==> src/rtl/mem_fifo_stage_if.sv <==
// Memory request channel: valid/ready handshake plus one request payload.
interface mem_fifo_stage_if #(
   parameter int unsigned ADDR_WIDTH = 32,
   parameter int unsigned DATA_WIDTH = 32,
   parameter int unsigned MASK_WIDTH = DATA_WIDTH / 8,
   parameter int unsigned ID_WIDTH   = 1
);
   logic                  valid;
   logic                  ready;
   logic                  read_enable;
   logic [MASK_WIDTH-1:0] write_enable;
   logic [ADDR_WIDTH-1:0] addr;
   logic [DATA_WIDTH-1:0] data;
   logic [ID_WIDTH-1:0]   id;

   modport master (
      output valid, read_enable, write_enable, addr, data, id,
      input  ready
   );

   modport slave (
      input  valid, read_enable, write_enable, addr, data, id,
      output ready
   );
endinterface

==> src/rtl/mem_fifo_stage.sv <==
// In-order multi-entry buffer for memory requests with occupancy, flush and
// optional zero-latency fall-through when empty.
module mem_fifo_stage #(
   parameter int unsigned ADDR_WIDTH   = 32,
   parameter int unsigned DATA_WIDTH   = 32,
   parameter int unsigned MASK_WIDTH   = DATA_WIDTH / 8,
   parameter int unsigned ID_WIDTH     = 1,
   parameter int unsigned DEPTH        = 4,
   parameter int unsigned FALL_THROUGH = 0
) (
   input  logic                         clk,
   input  logic                         rst,
   input  logic                         flush,
   mem_fifo_stage_if.slave              mem_in,
   mem_fifo_stage_if.master             mem_out,
   output logic [$clog2(DEPTH+1)-1:0]   count
);
   localparam int unsigned COUNT_WIDTH = $clog2(DEPTH + 1);
   localparam int unsigned PTR_WIDTH   = $clog2(DEPTH);

   typedef struct packed {
      logic                  read_enable;
      logic [MASK_WIDTH-1:0] write_enable;
      logic [ADDR_WIDTH-1:0] addr;
      logic [DATA_WIDTH-1:0] data;
      logic [ID_WIDTH-1:0]   id;
   } entry_t;

   entry_t                 mem_q [DEPTH];
   logic [PTR_WIDTH-1:0]   wr_ptr_q, wr_ptr_d;
   logic [PTR_WIDTH-1:0]   rd_ptr_q, rd_ptr_d;
   logic [COUNT_WIDTH-1:0] count_q, count_d;

   entry_t in_entry;
   entry_t head;
   logic   empty, full, bypass, in_ready, out_valid;
   logic   push, pop, store, drain;

   always_comb begin
      in_entry = '{read_enable:  mem_in.read_enable,
                   write_enable: mem_in.write_enable,
                   addr:         mem_in.addr,
                   data:         mem_in.data,
                   id:           mem_in.id};

      empty     = (count_q == '0);
      full      = (count_q == COUNT_WIDTH'(DEPTH));
      // Ready depends only on registered state, never on the consumer.
      in_ready  = !full && !flush;
      bypass    = (FALL_THROUGH != 0) && empty && mem_in.valid && !flush;
      out_valid = (!empty && !flush) || bypass;

      push  = mem_in.valid && in_ready;
      pop   = out_valid && mem_out.ready;
      // A bypassed request consumed in the same cycle never enters storage.
      store = push && !(bypass && mem_out.ready);
      drain = pop && !empty;

      head = '0;
      if (bypass) begin
         head = in_entry;
      end else if (out_valid) begin
         head = mem_q[rd_ptr_q];
      end

      wr_ptr_d = wr_ptr_q;
      rd_ptr_d = rd_ptr_q;
      count_d  = count_q;
      if (flush) begin
         wr_ptr_d = '0;
         rd_ptr_d = '0;
         count_d  = '0;
      end else begin
         if (store) wr_ptr_d = wr_ptr_q + PTR_WIDTH'(1);
         if (drain) rd_ptr_d = rd_ptr_q + PTR_WIDTH'(1);
         if (store && !drain) begin
            count_d = count_q + COUNT_WIDTH'(1);
         end else if (drain && !store) begin
            count_d = count_q - COUNT_WIDTH'(1);
         end
      end
   end

   always_ff @(posedge clk or posedge rst) begin
      if (rst) begin
         wr_ptr_q <= '0;
         rd_ptr_q <= '0;
         count_q  <= '0;
      end else begin
         wr_ptr_q <= wr_ptr_d;
         rd_ptr_q <= rd_ptr_d;
         count_q  <= count_d;
      end
   end

   always_ff @(posedge clk) begin
      if (store) begin
         mem_q[wr_ptr_q] <= in_entry;
      end
   end

   assign mem_in.ready         = in_ready;
   assign mem_out.valid        = out_valid;
   assign mem_out.read_enable  = head.read_enable;
   assign mem_out.write_enable = head.write_enable;
   assign mem_out.addr         = head.addr;
   assign mem_out.data         = head.data;
   assign mem_out.id           = head.id;
   assign count                = count_q;
endmodule

==> src/flat_wrapper.sv <==
// flat-port wrapper written by rule: the top's interface ports become plain ports
module mem_fifo_stage_flat 
#(
   parameter int unsigned ADDR_WIDTH   = 32,
   parameter int unsigned DATA_WIDTH   = 32,
   parameter int unsigned MASK_WIDTH   = DATA_WIDTH / 8,
   parameter int unsigned ID_WIDTH     = 1,
   parameter int unsigned DEPTH        = 4,
   parameter int unsigned FALL_THROUGH = 0
)
  (clk, rst, flush, count, mem_in_valid, mem_in_read_enable, mem_in_write_enable, mem_in_addr, mem_in_data, mem_in_id, mem_in_ready, mem_out_valid, mem_out_read_enable, mem_out_write_enable, mem_out_addr, mem_out_data, mem_out_id, mem_out_ready);
  mem_fifo_stage_if #(.ADDR_WIDTH(ADDR_WIDTH), .DATA_WIDTH(DATA_WIDTH), .MASK_WIDTH(MASK_WIDTH), .ID_WIDTH(ID_WIDTH)) mem_in_i ();
  mem_fifo_stage_if #(.ADDR_WIDTH(ADDR_WIDTH), .DATA_WIDTH(DATA_WIDTH), .MASK_WIDTH(MASK_WIDTH), .ID_WIDTH(ID_WIDTH)) mem_out_i ();
  input  logic clk;
  input  logic rst;
  input  logic flush;
  output logic [$clog2(DEPTH+1)-1:0] count;
  input wire logic [$bits(mem_in_i.valid)-1:0] mem_in_valid;
  input wire logic [$bits(mem_in_i.read_enable)-1:0] mem_in_read_enable;
  input wire logic [$bits(mem_in_i.write_enable)-1:0] mem_in_write_enable;
  input wire logic [$bits(mem_in_i.addr)-1:0] mem_in_addr;
  input wire logic [$bits(mem_in_i.data)-1:0] mem_in_data;
  input wire logic [$bits(mem_in_i.id)-1:0] mem_in_id;
  output wire logic [$bits(mem_in_i.ready)-1:0] mem_in_ready;
  output wire logic [$bits(mem_out_i.valid)-1:0] mem_out_valid;
  output wire logic [$bits(mem_out_i.read_enable)-1:0] mem_out_read_enable;
  output wire logic [$bits(mem_out_i.write_enable)-1:0] mem_out_write_enable;
  output wire logic [$bits(mem_out_i.addr)-1:0] mem_out_addr;
  output wire logic [$bits(mem_out_i.data)-1:0] mem_out_data;
  output wire logic [$bits(mem_out_i.id)-1:0] mem_out_id;
  input wire logic [$bits(mem_out_i.ready)-1:0] mem_out_ready;
  assign mem_in_i.valid = mem_in_valid;
  assign mem_in_i.read_enable = mem_in_read_enable;
  assign mem_in_i.write_enable = mem_in_write_enable;
  assign mem_in_i.addr = mem_in_addr;
  assign mem_in_i.data = mem_in_data;
  assign mem_in_i.id = mem_in_id;
  assign mem_in_ready = mem_in_i.ready;
  assign mem_out_valid = mem_out_i.valid;
  assign mem_out_read_enable = mem_out_i.read_enable;
  assign mem_out_write_enable = mem_out_i.write_enable;
  assign mem_out_addr = mem_out_i.addr;
  assign mem_out_data = mem_out_i.data;
  assign mem_out_id = mem_out_i.id;
  assign mem_out_i.ready = mem_out_ready;
  mem_fifo_stage #(.ADDR_WIDTH(ADDR_WIDTH), .DATA_WIDTH(DATA_WIDTH), .MASK_WIDTH(MASK_WIDTH), .ID_WIDTH(ID_WIDTH), .DEPTH(DEPTH), .FALL_THROUGH(FALL_THROUGH)) u_core (.clk(clk), .rst(rst), .flush(flush), .mem_in(mem_in_i), .mem_out(mem_out_i), .count(count));
endmodule
==> config.mk <==
export PLATFORM = sky130hd
export DESIGN_NAME = mem_fifo_stage_flat
export DESIGN_NICKNAME = d
export VERILOG_FILES = /design/src/rtl/mem_fifo_stage_if.sv /design/src/rtl/mem_fifo_stage.sv /design/src/flat_wrapper.sv
export SDC_FILE = /design/constraint.sdc
export NUM_CORES = 1
export LEC_CHECK = 0
export BUFFER_PORTS_ARGS = -buffer_cell sky130_fd_sc_hd__buf_4
export CORE_MARGIN = 2
export CORE_UTILIZATION = 37
export DETAILED_ROUTE_END_ITERATION = 6
export PLACE_DENSITY_LB_ADDON = 0.2
export SYNTH_ARGS = -nofsm -noshare
export SYNTH_HDL_FRONTEND = slang
export SYNTH_SLANG_ARGS = --single-unit
export TNS_END_PERCENT = 20
==> constraint.sdc <==
create_clock -name clk -period 4.1 [get_ports clk]
set_clock_uncertainty 0.05 [all_clocks]
set_input_delay 1.025 -clock clk [delete_from_list [all_inputs] [get_ports clk]]
set_output_delay 1.025 -clock clk [all_outputs]
set_load 0.02 [all_outputs]
Word-level counts from Yosys, hierarchy flattened
Memories as Yosys holds them, arrays and structs flattened.
Index checks and enable logic that the tools add are counted.

word-level totals
  flip-flop bits (word level) = 7
  memory bits (writable) = 280
  output and inout bits = 75
  logic and storage cells = 35
  memories = 1

memory list
  memory        depth  width  read ports  clocked after memory_dff  wr ports  RTL line              RTL
  u_core.mem_q  4      70     1           0                         1         mem_fifo_stage.sv:29  entry_t mem_q [DEPTH];

operators by class
  add/subtract/negate cells = 4
  eq/ne operators = 1
  muxes and demuxes = 10
  reductions and logical operators = 16

operator list
  cell                 count
  $mux 70              1
  $mux 3               3
  $mux 2               4
  $logic_and 1x1->1    7
  $logic_not 1->1      5
  $add 2x1->2 const B  2
  $reduce_bool 2->1    2
  $add 3x1->3 const B  1
  $eq 3x3->1 const B   1
  $logic_not 3->1      1
  $reduce_bool 3->1    1
  $sub 3x1->3 const B  1
  $mux 1               2

Longest topological paths before layout
  word-level depth = 9
  depth in mapped cells = 8
  gate-level depth less buffers = 7

Least setup slack after synthesis
OpenSTA, ideal clock, no wires.

  kind = in2reg
  start = input port mem_in_valid
  end = memory u_core.mem_q[0][0] (netlist bit), enable pin
  library setup time = 436 ps
  arrival time = 3041 ps
  slack = 573 ps
  stages = 3
  cell sequence = inv_1 -> nor3_2 -> and2_1

on the way
  longest elaborated chain between the ends = 3

RTL lines
  element                       RTL line              RTL
  from (decl)                   flat_wrapper.sv:18    input wire logic [$bits(mem_in_i.valid)-1:0] mem_in_valid;
  $logic_and 1x1->1             mem_fifo_stage.sv:53  push = mem_in.valid && in_ready;
  $mux 1                        mem_fifo_stage.sv:97  if (store) begin
  $mux 1 (not written as such)  mem_fifo_stage.sv:98  mem_q[wr_ptr_q] <= in_entry;
  to (decl)                     mem_fifo_stage.sv:29

No other way between the ends.

Worst setup path in the final report
  start = register u_core.rd_ptr_q[1]
  end = output port mem_out_addr[9]

on the way
  longest elaborated chain between the ends = 2

RTL lines
  element                 RTL line              RTL
  from (decl)             mem_fifo_stage.sv:31  logic [PTR_WIDTH-1:0] rd_ptr_q, rd_ptr_d;
  from (signal assigned)  mem_fifo_stage.sv:91  rd_ptr_q <= rd_ptr_d;
  $mem_v2 4x70            n/a
  $mux 70                 mem_fifo_stage.sv:62  end else if (out_valid) begin
  to (decl)               flat_wrapper.sv:28    output wire logic [$bits(mem_out_i.addr)-1:0] mem_out_addr;

No other way between the ends.

==> impl_metrics.json <==
{
  "synth_edf_count": 280,
  "cp-end-kind": "output pin",
  "clockBufferDepth": 3,
  "cts.sinks": 287,
  "period_share": 0.842,
  "ys_warn_count": 0,
  "finalHoldViolCount": 0,
  "netlist_instances": 513,
  "io_pins": 150,
  "area_growth_pct": 22.6,
  "n_antenna_cell": 0,
  "first_iter_violations": 275,
  "slew_headroom": 0.628,
  "rows": 63,
  "period_needed_ps": 3450,
  "grt_pass1_vias": 5845,
  "ir_worst_vdd_mv": 0.381,
  "run_status": "finished clean",
  "cp-start-kind": "flip-flop",
  "p_per_area_nw_per_um2": 592,
  "clk_latency_ps": 540,
  "placed_area_um2": 12800,
  "coreArea_um2": 29800,
  "grt_max_degree": 47,
  "post-dp-hpwl_um": 12700,
  "setup_tns_ps": 0,
  "grt_use_total": 0.138,
  "yosys.area.top_type": "edfxtp_1",
  "synth.yosys.seq_area_share": 0.762,
  "synth.area.top_cells": "edfxtp_1 (75%), mux4_2 (14%), and2_1 (4.1%)",
  "max_cap_viol_count": 0,
  "avgSynthCellArea_um2": 22.0,
  "cts_buffers": 31,
  "cts_resized": 0,
  "vias": 5338,
  "routabilityCongestion": 0.740,
  "grt_antenna_before_repair": 0,
  "fp.dieW_um": 178,
  "gr-total-overflow": 0,
  "drc_errors": 0,
  "path_max_fanout": 42,
  "synth_top_area_share": 0.746,
  "fp.dieH_um": 178,
  "slew_violations": 0,
  "antenna_left": 0,
  "cts_setup_buffers": 0,
  "fmax_mhz": 290,
  "dieArea_um2": 31900,
  "r2r_slack_ps": 1470,
  "hp-class": "in -> async",
  "synth_common_cells": "edfxtp_1 (280), and2_1 (74), mux4_2 (68)",
  "cts_tree": "built",
  "p_leak_uw": 0.00468,
  "grt_pass1_wl_um": 33300,
  "fin_area_um2": 13800,
  "synth_nets": 593,
  "routed_via_density": 4.90,
  "drive_gt1_frac": 0.397,
  "critical_path_class": "reg -> out",
  "worstPathArrival_ps": 2380,
  "setup_violations": 0,
  "tightestPinTransition_ps": 558,
  "path_clk_slew_ps": 60,
  "drt_pass1_iterations": 4,
  "synth_most_common_cell": "edfxtp_1",
  "numPortBuffers": 149,
  "wire_per_inst_um": 19.9,
  "syn_area_um2": 11300,
  "synth_ff_type": "edfxtp_1",
  "ys_types": 39,
  "clockRootBuffer": "clkbuf_16",
  "h-tree-depth": 1,
  "synth_seq_cells": 287,
  "drt-total-wl_um": 21700,
  "utilization": 0.463,
  "critPathRequiredTime_ps": 3020,
  "rsz0062_at_grt": "false",
  "finish.net_count": 755,
  "cts_hold_buf": 0,
  "synthArstFlopShare": 0.0244,
  "start_util": 0.378
}
[registers in the layout (all words and copies together) (netlist names)]
name and flops:
u_core.mem_q 280, u_core.count 3, u_core.rd_ptr_q 2, u_core.wr_ptr_q 2
[path summary, 6_finish.rpt]
kind | to | startpoint | cells past startpoint
worst max-delay path | mem_out_addr[9] | u_core.rd_ptr_q[1]$_DFFE_PP0P_ | 4
worst min-delay path | u_core.count[1]$_DFFE_PP0P_ | rst | 2
worst max register to register | u_core.count[2]$_DFFE_PP0P_ | u_core.count[1]$_DFFE_PP0P_ | 8
worst min register to register | u_core.wr_ptr_q[0]$_DFFE_PP0P_ | u_core.wr_ptr_q[0]$_DFFE_PP0P_ | 2
max in group asynchronous | u_core.rd_ptr_q[1]$_DFFE_PP0P_ | rst | 2
min in group clk | u_core.wr_ptr_q[0]$_DFFE_PP0P_ | u_core.wr_ptr_q[0]$_DFFE_PP0P_ | 2
[metal layers]
| metal | vias up | wire, um | global-route usage |
|---|---|---|---|
| met3 | 29 | 953 | 0.0237 |
| met2 | 113 | 11800 | 0.253 |
| met4 | 0 | 372 | 0.0373 |
| met5 | - | 0 | 0 |
| met1 | 2785 | 8630 | 0.167 |
| li1 | 2411 | - | - |
[cells by family (layout without fill, tap and decap cells)]
family,Yosys count,count (layout),synth area share
buffers and inverters,35,222,0.0237
and+or+nand+nor,95,95,0.0524
DFF,287,287,0.762
xor gates and xnor gates,3,3,0.00233
AOI/OAI and AO/OA,16,16,0.0109
adders and majority gates,5,5,0.00622
muxes,72,72,0.143
[cell type report]
type                       count  area [um2]
fill                        2582       16000
sequential                   287        8590
multi-input combinational    191        2430
timing repair buffer         158        1270
clock buffer                  39         806
tap                          390         488
clock inverter                19         194
inverter                       6        22.5
[metrics by stage]
step | std cells | hold slack (ps) | power, uW | worst slack [ps]
finish | 1090 | 380 | 8170 | 649
global route | 1090 | 375 | 8550 | 537
CTS | 1090 | 358 | 8330 | 579
detailed placement | 1032 | 589 | 5620 | 879
global placement | 1032 | 547 | 5580 | 925
floorplan | 513 | 516 | 4970 | 573
[cell usage in the layout, fill, tap and decap left out, types with 2 or more instances in the layout]
cell	synthesis	layout
buf_12	7	7
inv_1	6	6
nor4bb_1	2	2
clkinv_2	0	3
inv_6	0	2
mux4_1	2	2
a21boi_0	2	2
xor2_1	3	3
a211oi_1	2	2
clkbuf_1	10	8
clkinv_1	0	9
ha_1	4	4
or3_1	2	2
nor2_1	8	7
nor3_1	2	2
dfrtp_1	7	5
mux4_2	68	68
a21oi_1	2	2
buf_4	0	151
bufinv_16	0	4
and2_4	0	4
and2_1	74	70
clkbuf_16	0	31
edfxtp_1	280	280
dfrtp_4	0	2
[worst max-delay path, stage by stage, from the launching register on]
cell,delay (ps)
dfrtp_4,760
buf_12,350
mux4_2,340
and2_1,200
buf_4,170
[where the power goes]
part           internal, uW  switching [uW]  leakage [uW]
Sequential             3400             100       0.00263
Clock                  1640            1050      0.000483
Combinational           979            1010       0.00157
No activity file was read; power rests on OpenSTA's default activity.
